**config.mk**
```make
export PLATFORM = sky130hd
export DESIGN_NAME = multi_channel_clock_divider
export DESIGN_NICKNAME = d
export VERILOG_FILES = /design/src/rtl/multi_channel_clock_divider.sv
export SDC_FILE = /design/constraint.sdc
export NUM_CORES = 1
export LEC_CHECK = 0
export CORE_ASPECT_RATIO = 0.6
export CORE_UTILIZATION = 35
export DETAILED_ROUTE_END_ITERATION = 8
export PLACE_DENSITY = 0.62
export SLEW_MARGIN = 20
export SYNTH_ARGS = -nofsm -noshare
export SYNTH_HDL_FRONTEND = slang
export SYNTH_SLANG_ARGS = --single-unit
```
**constraint.sdc**
```tcl
create_clock -name clock_i -period 8.51 [get_ports clock_i]
set_input_delay 2.1275 -clock clock_i [delete_from_list [all_inputs] [get_ports clock_i]]
set_output_delay 2.1275 -clock clock_i [all_outputs]
set_load 0.01 [all_outputs]
```
**src/rtl/multi_channel_clock_divider.sv**
```systemverilog
// Multi-channel programmable clock divider with per-channel duty cycle,
// tick strobe, glitch-free config handoff and global phase sync.
module multi_channel_clock_divider #(
   parameter int CHANNELS       = 4,
   parameter int WORD_LENGTH    = 16,
   parameter int DEFAULT_PERIOD = 100,
   localparam int CH_W = (CHANNELS > 1) ? $clog2(CHANNELS) : 1
) (
   input  logic                   clock_i,
   input  logic                   reset_ni,
   input  logic [CHANNELS-1:0]    enable_i,
   input  logic                   sync_i,
   input  logic                   cfg_valid_i,
   output logic                   cfg_ready_o,
   input  logic [CH_W-1:0]        cfg_channel_i,
   input  logic [WORD_LENGTH-1:0] cfg_period_i,
   input  logic [WORD_LENGTH-1:0] cfg_high_i,
   output logic [CHANNELS-1:0]    clock_o,
   output logic [CHANNELS-1:0]    tick_o
);

   typedef logic [WORD_LENGTH-1:0] word_t;

   localparam word_t DEF_P = DEFAULT_PERIOD[WORD_LENGTH-1:0];
   localparam word_t DEF_H = DEF_P >> 1;

   logic [CHANNELS-1:0] pend_v;
   logic                accept;
   word_t               p_clamp;
   word_t               h_clamp;

   always_comb begin
      p_clamp = (cfg_period_i < word_t'(2)) ? word_t'(2) : cfg_period_i;
      h_clamp = (cfg_high_i > p_clamp) ? p_clamp : cfg_high_i;
   end

   // Unmapped channel numbers stay ready so their writes drain harmlessly.
   always_comb begin
      cfg_ready_o = 1'b1;
      for (int k = 0; k < CHANNELS; k++) begin
         if (cfg_channel_i == CH_W'(k)) begin
            cfg_ready_o = !pend_v[k];
         end
      end
   end

   assign accept = cfg_valid_i && cfg_ready_o;

   for (genvar g = 0; g < CHANNELS; g++) begin : g_ch
      word_t act_p;
      word_t act_h;
      word_t pend_p;
      word_t pend_h;
      word_t cnt;
      word_t use_p;
      word_t use_h;
      word_t cnt_nx;
      logic  pv;
      logic  clk_q;
      logic  tick_q;
      logic  acc;
      logic  wrap;
      logic  load;

      always_comb begin
         acc    = accept && (cfg_channel_i == CH_W'(g));
         wrap   = sync_i || (cnt == act_p - word_t'(1));
         load   = pv && (wrap || !enable_i[g]);
         use_p  = load ? pend_p : act_p;
         use_h  = load ? pend_h : act_h;
         cnt_nx = wrap ? '0 : cnt + word_t'(1);
      end

      always_ff @(posedge clock_i or negedge reset_ni) begin
         if (!reset_ni) begin
            act_p  <= DEF_P;
            act_h  <= DEF_H;
            pend_p <= DEF_P;
            pend_h <= DEF_H;
            pv     <= 1'b0;
            cnt    <= DEF_P - word_t'(1);
            clk_q  <= 1'b0;
            tick_q <= 1'b0;
         end else begin
            if (load) begin
               act_p <= pend_p;
               act_h <= pend_h;
            end
            if (acc) begin
               pend_p <= p_clamp;
               pend_h <= h_clamp;
               pv     <= 1'b1;
            end else if (load) begin
               pv <= 1'b0;
            end
            if (!enable_i[g]) begin
               cnt    <= use_p - word_t'(1);
               clk_q  <= 1'b0;
               tick_q <= 1'b0;
            end else begin
               cnt    <= cnt_nx;
               clk_q  <= (cnt_nx < use_h);
               tick_q <= (cnt_nx == use_p - word_t'(1));
            end
         end
      end

      assign pend_v[g]  = pv;
      assign clock_o[g] = clk_q;
      assign tick_o[g]  = tick_q;
   end

endmodule

```
==> metrics.md, run 1 <==
| Metric | Value |
|---|---|
| Post-Syn Nets | 2463 |
| Max Fanout on Critical Path | 20 |
| Pint | 4.30 mW |
| Setup crit end kind | flop |
| Share of cells above drive strength 1 | 11.2% |
| CTS root buf | clkbuf_16 |
| Resize count post-CTS | 0 |
| Power share of the sequential group | 37.8% |
| Initial antenna violation count | 2 |
| Die area | 62200 um^2 |
| Status | complete, no violations |
| Reg area | 8390 um^2 |
| Async SR Flop Fraction | 100% |
| Maximum VDD drop | 0.000169 V |
| Psw | 3.12 mW |
| Gr ovfl total | 0 |
| Finished Layout Cells | 3137 |
| Slowest CP cell | a2111oi_0 |
| Placed instance area | 22400 um^2 |
| Syn_area_per_cell | 9.16 um^2 |
| Initial core utilization | 35.8% |
| Seq/Total Area, Yosys | 39.2% |
| Vias | 17449 |
| Combinational fraction of design power | 41.8% |
| Yosys cell types | 89 |
| Fillcell total | 5899 |
| Final GP Congestion | 0.941 |
| WP data required | 8990 ps |
| # port buffers | 50 |
| Clk Latency, worst-skew pair | 590 ps |
| CTS max path bufs | 3 |
| CTS tree | done |
| Drt via density | 5.56 |
| DP Cell Count | 3078 |
| Pleak | 10.6 nW |
| Vias in the first global route | 16354 |
| Core Region | 59800 um^2 |
| Post-synth top flop | dfrtp_1 |
| Setup repair bufs after CTS | 0 |
| Hold-fix buffers, CTS | 0 |
| Starting DRT DRC Count | 2030 |
| Ys Warns | 0 |
| Cell area after layout | 23500 um^2 |
| Final Hold Viols | 0 |
| Final WL | 67.7 mm |
| Setup TNS | 0 ps |
| CP Launch Type | flop |
| Die X | 321 um |
| Share of the synthesized area in the top cell type | 31.3% |
| Post-route ant nets | 0 |
| DRC Markers | 0 |
| Clk sinks | 332 |
| Switch share | 42.0% |
| Mapped cell area | 21400 um^2 |
| I/O pin count | 51 |
| Gr usage total | 21.3% |
| Nets | 2423 |
| Cell chain of the critical path | inv_1, ha_1, nor2b_1, or4bb_1, a2111oi_0, o2111ai_1, o31ai_2, buf_4, o21ai_4, mux2i_1, ha_1, inv_1, nor2_1, nand3_1, nor2_1, nand2_1, nor4_1, xnor2_1, mux2i_1, xor2_1, nor4_1, o2111ai_1, a2111oi_1 |
| WL per Instance | 21.6 um |
| Max transition margin | 27.6% |
| Die height | 194 um |
| Number of synthesized register bits | 332 |
| Final max-slew violation count | 0 |
| Worst path max stage delay | 920 ps |
| CTS Buf Count | 31 |
| Clock skew | 21.2 ps |
| Power per cell area | 316 nW/um^2 |
| # Max-Cap Violations | 0 |
| Post-DP HPWL | 51.5 mm |
| DP Worst Slack | 1300 ps |
| Hold Path Class | reg -> reg |
| Minimum clock period | 7090 ps |
| Final period utilization | 83.3% |
| Max Clk Rate | 141 MHz |
| P&R area growth vs syn | 10.0% |
| Setup-failing EPs final | 0 |
| Site Rows | 69 |
| Critical path type | reg -> reg |
| Syn Inst Count | 2335 |
| Largest cells by area after synthesis | dfrtp_1 (31%), dfstp_2 (7.9%), xnor2_1 (6.0%) |
| Largest net degree at the start of global routing | 146 |
| Post-synth EDFFs | 0 |
| DRT Pass-1 Iters | 6 |
| Worst slew pin tran | 1070 ps |
| Clk pwr share | 20.4% |
| Synth area leader | dfrtp_1 |
| Worst EP arrival | 7570 ps |
| First-pass GRT wire length | 102 mm |
| Setup ws final | 1420 ps |
| Clock transition at the registers of the reported paths | 70 ps |
| H-tree levels | 1 |
| Unrepaired setup endpoints after global routing | no |
| Multi-input logic area | 11900 um^2 |
[power groups by stage]
stage	registers, mW	logic [mW]	clock network, mW
floorplan	2.41	2.46	0
CTS	2.78	3.05	1.54
finish	2.80	3.11	1.52
global route	2.86	3.42	1.61
detailed placement	2.80	3.03	0
global placement	2.78	2.94	0
[registers in the layout, indices dropped and copies added, names as in the netlist]
signal       count
g_ch.act_h      64
g_ch.act_p      64
g_ch.cnt        64
g_ch.pend_h     64
g_ch.pend_p     64
g_ch.clk_q       4
g_ch.pv          4
g_ch.tick_q      4
[layout make-up]
type	count	share of cell area, %
timing repair buffer	68	2.77
tap	816	4.34
antenna	1	0.0106
multi-input combinational	1727	50.5
sequential	332	35.6
clock inverter	11	0.707
inverter	135	2.15
clock buffer	47	3.85
[cell usage after synthesis, types with 40 or more instances]
| cell type | instances |
|---|---|
| nand2_1 | 271 |
| ha_1 | 86 |
| mux2_2 | 82 |
| dfstp_2 | 64 |
| nor2_1 | 162 |
| nand3_1 | 56 |
| mux2i_1 | 121 |
| o21ai_0 | 204 |
| nor3_1 | 40 |
| clkbuf_1 | 89 |
| inv_1 | 133 |
| xnor2_1 | 147 |
| dfrtp_1 | 268 |
| xor2_1 | 108 |
| a21oi_1 | 59 |
[cells in the final DEF (no fill, tap or decap), drive strengths merged, types with 49 or more instances in the layout]
cell	n
a21oi	59
clkdlybuf4s50	49
dfrtp	268
dfstp	64
ha	86
inv	138
mux2	83
mux2i	123
nand2	271
nand3	56
nor2	162
o21ai	209
xnor2	147
xor2	108
[path summary, 6_finish.rpt]
check	startpoint	endpoint	slack, ps	depth (start not counted)
setup / recovery	g_ch[1].act_p[0]	g_ch[1].tick_q	1420	23
hold / removal	g_ch[0].pend_h[4]	g_ch[0].pend_h[4]	480	2
setup reg to reg	g_ch[1].act_p[0]	g_ch[1].tick_q	1420	23
hold reg to reg	g_ch[0].pend_h[4]	g_ch[0].pend_h[4]	480	2
max in group asynchronous	reset_ni	g_ch[0].pend_p[4]	5600	2
min in group asynchronous	reset_ni	g_ch[2].act_p[9]	1560	1
[routing by layer]
layer,up-vias,track usage [%],wire length (um)
met4,4,2.95,853
li1,7997,-,-
met5,-,1.99,183
met2,759,26.5,25000
met3,73,6.34,7640
met1,8616,35.1,34000
[metrics by stage]
step | util [%] | hold slack, ps | total power [mW]
2_1_floorplan | - | 444 | 4.87
3_3_place_gp | 37.5 | 463 | 5.73
3_5_place_dp | 37.5 | 471 | 5.83
4_1_cts | 39.3 | 487 | 7.37
5_1_grt | 39.3 | 497 | 7.88
6_report | 39.3 | 481 | 7.43
[critical path: cells and delay by family (launching register included)]
kind	cells	cell delay, ps
mux	2	560
simple gates	8	2210
buf+inv	3	530
fa+ha+maj	2	630
compound gates	6	2250
xor+xnor	2	340
flops	1	450
[cell families (layout without fill, tap and decap cells)]
| family | after synthesis | after routing | share of synthesized area [%] |
|---|---|---|---|
| other cells | 0 | 1 | 0 |
| xor+xnor | 257 | 257 | 10.6 |
| flops | 332 | 332 | 39.2 |
| buf+inv | 276 | 261 | 5.44 |
| compound gates | 407 | 407 | 11.6 |
| mux | 206 | 206 | 10.2 |
| simple gates | 771 | 771 | 17.9 |
| fa+ha+maj | 86 | 86 | 5.03 |
(Power assumes the default switching activity.)
==> inputs of run 2 (changes only) <==
==> constraint.sdc (replaced) <==
create_clock -name clock_i -period 7.36 [get_ports clock_i]
set_input_delay 1.84 -clock clock_i [delete_from_list [all_inputs] [get_ports clock_i]]
set_output_delay 1.84 -clock clock_i [all_outputs]
set_load 0.01 [all_outputs]
==> metrics.md, run 2 (same netlist as run 1, synthesis figures left out) <==
| Metric | Value |
|---|---|
| Status | complete, no violations |
| Worst path max stage delay | 740 ps |
| Setup-failing EPs final | 0 |
| Starting DRT DRC Count | 2043 |
| CTS tree | done |
| Initial antenna violation count | 8 |
| Site Rows | 69 |
| Max Fanout on Critical Path | 21 |
| Nets | 2429 |
| Clock transition at the registers of the reported paths | 70 ps |
| Hold Path Class | reg -> reg |
| Post-route ant nets | 0 |
| Die height | 194 um |
| DRT Pass-1 Iters | 6 |
| Clk sinks | 332 |
| Fillcell total | 5868 |
| Flop-to-flop setup slack | 1060 ps |
| WL per Instance | 21.6 um |
| Worst R2R End | g_ch[2].clk_q |
| Largest net degree at the start of global routing | 159 |
| Pleak | 10.6 nW |
| Minimum clock period | 6300 ps |
| CP Launch Type | flop |
| Max Clk Rate | 159 MHz |
| Gr usage total | 21.7% |
| Cell mode on critical path | nand2_1 |
| CTS Buf Count | 31 |
| Setup TNS | 0 ps |
| Clock skew | 32.1 ps |
| Vias in the first global route | 16765 |
| Min-Delay Path Depth | 2 |
| Setup crit end kind | flop |
| Final Hold Viols | 0 |
| WP data required | 7870 ps |
| Share of cells above drive strength 1 | 11.3% |
| Post-DP HPWL | 51.8 mm |
| Final period utilization | 85.6% |
| Slowest CP cell | nand2_1 |
| Unrepaired setup endpoints after global routing | no |
| # port buffers | 50 |
| Setup repair bufs after CTS | 0 |
| Gr ovfl total | 0 |
| Clk Latency, worst-skew pair | 610 ps |
| Power per cell area | 361 nW/um^2 |
| Drt via density | 5.53 |
| Min Hold Slack | 485 ps |
| Cells on worst reg2reg path | 18 |
| CTS root buf | clkbuf_16 |
| Commonest non-fill, non-tap cells in the layout | nand2_1 (271), dfrtp_1 (268), o21ai_0 (204) |
| Worst EP arrival | 6810 ps |
| Final max-slew violation count | 0 |
| Final GP Congestion | 0.935 |
| Final WL | 68.0 mm |
| P&R area growth vs syn | 9.98% |
| Cell area after layout | 23500 um^2 |
| Max transition margin | 30.4% |
| Core Region | 59800 um^2 |
| Initial core utilization | 35.8% |
| Worst slew pin tran | 1040 ps |
| Hold-fix buffers, CTS | 0 |
| # Max-Cap Violations | 0 |
| H-tree levels | 1 |
| Vias | 17409 |
| Die area | 62200 um^2 |
| Reg2reg start | g_ch[2].act_p[0] |
| Commonest non-fill, non-tap cell in the layout | nand2_1 |
| Resize count post-CTS | 0 |
| Worst Hold Launch | g_ch[0].pend_h[5] |
| Critical path type | reg -> reg |
| Hold Path End | g_ch[0].pend_h[5] |
| I/O pin count | 51 |
| First-pass GRT wire length | 104 mm |
| Placed instance area | 22500 um^2 |
| Maximum VDD drop | 0.000177 V |
| CTS max path bufs | 3 |
| Die X | 321 um |
| Cell chain of the critical path | inv_1, ha_1, or3b_1, or4_1, a2111oi_0, nand4_1, nor4_1, nand2_1, nand2_1, nor2_1, ha_1, a21oi_1, nor2b_1, o21ai_0, nand2_1, nor4_1, o21ai_0, a31oi_1 |
| DRC Markers | 0 |
[run 2: metal layers]
metal	GRT usage [%]	vias to the layer above	wire (um)	part of all wire [%]
li1	-	8027	-	-
met1	34.9	8515	33400	49
met2	27.1	764	25100	37
met3	7.54	97	8160	12
met4	3.69	6	1160	1.7
met5	1.38	-	151	0.22
[run 2: metrics by stage]
stage	cells	total power [mW]	utilization (%)	setup slack, ps
after global placement	3084	6.61	37.6	1190
after detailed placement	3084	6.74	37.6	1010
after CTS	3142	8.44	39.3	1280
after global routing	3143	9.05	39.3	686
after floorplan	2335	5.63	-	1440
final	3146	8.50	39.3	1060
[run 2: critical path, delay by kind of cell (launching register included)]
kind	cells	cell delay, ps
buffers and inverters	1	130
adder cells (fa/ha/maj)	2	630
flip-flops	1	560
AO/OA/AOI/OAI	5	1450
AND/OR/NAND/NOR	10	3430
[run 2: how the worst max path moves through the flow]
stage	start	end	slack, ps	cells past startpoint
after floorplan	enable_i[1]	g_ch[1].tick_q	1440	20
after global placement	sync_i	g_ch[1].tick_q	1190	19
after detailed placement	sync_i	g_ch[1].tick_q	1010	19
after CTS	g_ch[3].act_p[3]	g_ch[3].clk_q	1280	18
after global routing	g_ch[3].act_p[3]	g_ch[3].clk_q	690	18
final	g_ch[2].act_p[0]	g_ch[2].clk_q	1060	18
[run 2: area by class of cell]
type	count	area, um^2	share of cell area [%]
inverter	135	507	2.15
clock inverter	11	120	0.510
multi-input combinational	1727	11900	50.5
timing repair buffer	74	723	3.07
tap	816	1020	4.34
clock buffer	47	886	3.76
sequential	332	8390	35.6
antenna	4	10.0	0.0425
[run 2: report_power, final]
part	internal [mW]	leakage, nW	total (mW)	switching (mW)
combinational	1.55	6.04	3.58	2.04
clock	0.903	0.500	1.66	0.758
sequential	2.44	4.06	3.25	0.806
total	4.89	10.6	8.50	3.60
==> inputs of run 3 (changes only) <==
--- a/config.mk
+++ b/config.mk
@@ -6,9 +6,11 @@
 export NUM_CORES = 1
 export LEC_CHECK = 0
 export CORE_ASPECT_RATIO = 0.6
-export CORE_UTILIZATION = 35
+export CORE_UTILIZATION = 55
+export CTS_CLUSTER_DIAMETER = 120
+export CTS_CLUSTER_SIZE = 14
 export DETAILED_ROUTE_END_ITERATION = 8
-export PLACE_DENSITY = 0.62
+export PLACE_DENSITY = 0.84
 export SLEW_MARGIN = 20
 export SYNTH_ARGS = -nofsm -noshare
 export SYNTH_HDL_FRONTEND = slang
==> metrics.md, run 3 (same netlist as run 1, synthesis figures left out) <==
| Metric | Value |
|---|---|
| CP Launch Type | flop |
| Pwr Total | 8.20 mW |
| Power per cell area | 358 nW/um^2 |
| Status | complete, no violations |
| Maximum VDD drop | 0.000202 V |
| Final Hold Viols | 0 |
| Final WL | 61.7 mm |
| Critical path type | reg -> reg |
| Die height | 155 um |
| Gr ovfl total | 0 |
| CTS tree | done |
| Vias in the first global route | 16483 |
| Cells on worst reg2reg path | 18 |
| Core Region | 38000 um^2 |
| Gr usage total | 31.0% |
| Commonest non-fill, non-tap cells in the layout | nand2_1 (271), dfrtp_1 (268), o21ai_0 (204) |
| P&R area growth vs syn | 6.86% |
| Vias | 17602 |
| CTS Buf Count | 27 |
| H-tree levels | 1 |
| Hold-fix buffers, CTS | 0 |
| Worst EP arrival | 6440 ps |
| Resize count post-CTS | 0 |
| Initial core utilization | 56.3% |
| Final period utilization | 81.7% |
| Initial antenna violation count | 1 |
| Largest net degree at the start of global routing | 163 |
| Starting DRT DRC Count | 2329 |
| Unrepaired setup endpoints after global routing | no |
| Min-Delay Path Depth | 2 |
| Final GP Congestion | 0.982 |
| Commonest non-fill, non-tap cell in the layout | nand2_1 |
| Max Clk Rate | 166 MHz |
| Clk sinks | 332 |
| # port buffers | 50 |
| Clock skew | 17.8 ps |
| I/O pin count | 51 |
| DRC Markers | 0 |
| Hold Path Class | reg -> reg |
| WL per Instance | 21.9 um |
| Setup repair bufs after CTS | 0 |
| Final max-slew violation count | 0 |
| Worst slew pin tran | 1100 ps |
| Drt via density | 6.24 |
| Max transition margin | 26.5% |
| Antenna Cells | 0 |
| CTS max path bufs | 3 |
| Pleak | 10.4 nW |
| Setup TNS | 0 ps |
| Minimum clock period | 6020 ps |
| Post-DP HPWL | 45.8 mm |
| Share of cells above drive strength 1 | 10.3% |
| DRT Pass-1 Iters | 6 |
| Post-route ant nets | 0 |
| Setup crit end kind | flop |
| WP data required | 7790 ps |
| First-pass GRT wire length | 95.8 mm |
| # Max-Cap Violations | 0 |
| Site Rows | 55 |
| Nets | 2418 |
| Die X | 257 um |
| Clock transition at the registers of the reported paths | 80 ps |
| Setup-failing EPs final | 0 |
| CTS root buf | clkbuf_16 |
| Max Fanout on Critical Path | 13 |
| Die area | 39700 um^2 |
| Clk Latency, worst-skew pair | 570 ps |
## run 3: changes by cell type in the layout (fill, tap and decap cells not counted), sizes merged
cell,previous run,this run
clkbuf,47,48
inv,136,135
clkinv,8,0
bufinv,2,1
diode,4,0
buf,25,18
## run 3: cell type report
cell class / count / area, um^2
clock buffers: 48 / 754
well taps: 513 / 642
flip-flops and latches: 332 / 8390
fillers: 3198 / 15100
repair buffers: 67 / 658
multi-input cells: 1727 / 11900
clock inverters: 1 / 30.0
inverters: 135 / 507
## run 3: through the flow
step                      hold slack, ps  setup slack [ps]  cells  instance area [um^2]  utilization, %
after global placement               457              1040   2774                 22100            58.1
after floorplan                      444              1440   2335                 21400               -
final                                488              1340   2823                 22900            60.2
after CTS                            486              1520   2823                 22900            60.2
after global routing                 511               977   2823                 22900            60.2
after detailed placement             470               964   2774                 22100            58.1
## run 3: power breakdown
part	internal, mW	total [mW]	switching (mW)
combinational	1.54	3.54	2.00
sequential	2.44	3.24	0.798
clock	0.725	1.42	0.691
total	4.71	8.20	3.49
## run 3: worst paths after layout
kind                                     from                  to  slack, ps
min in group asynchronous            reset_ni    g_ch[3].act_p[7]       1300
min reg2reg                g_ch[2].pend_h[14]  g_ch[2].pend_h[14]        490
max                          g_ch[3].act_p[3]       g_ch[3].clk_q       1340
max reg2reg                  g_ch[3].act_p[3]       g_ch[3].clk_q       1340
max in group asynchronous            reset_ni   g_ch[1].act_p[10]       4550
min                        g_ch[2].pend_h[14]  g_ch[2].pend_h[14]        490
## run 3: routing by layer
layer	vias to the layer above	GRT usage, %	part of all wire [%]
li1	7998	-	-
met1	8582	47.8	46
met2	900	41.7	40
met3	120	8.55	11
met4	2	8.59	2.9
met5	-	0	0.021
## run 3: worst max-delay path, cell delays in order, from the launching register on
cell and delay, ps:
dfrtp_1 560, or4_4 650, or4_1 720, a211oi_1 320, o211ai_1 190, nor4_4 610
or2_0 680, nor2_1 260, ha_1 360, a21o_1 170, a21oi_1 140, nor2b_1 60
o21ai_0 160, nand2b_1 80, a21oi_1 140, nor2b_1 60, o21ai_0 210, nand4b_1 130
a41oi_1 380
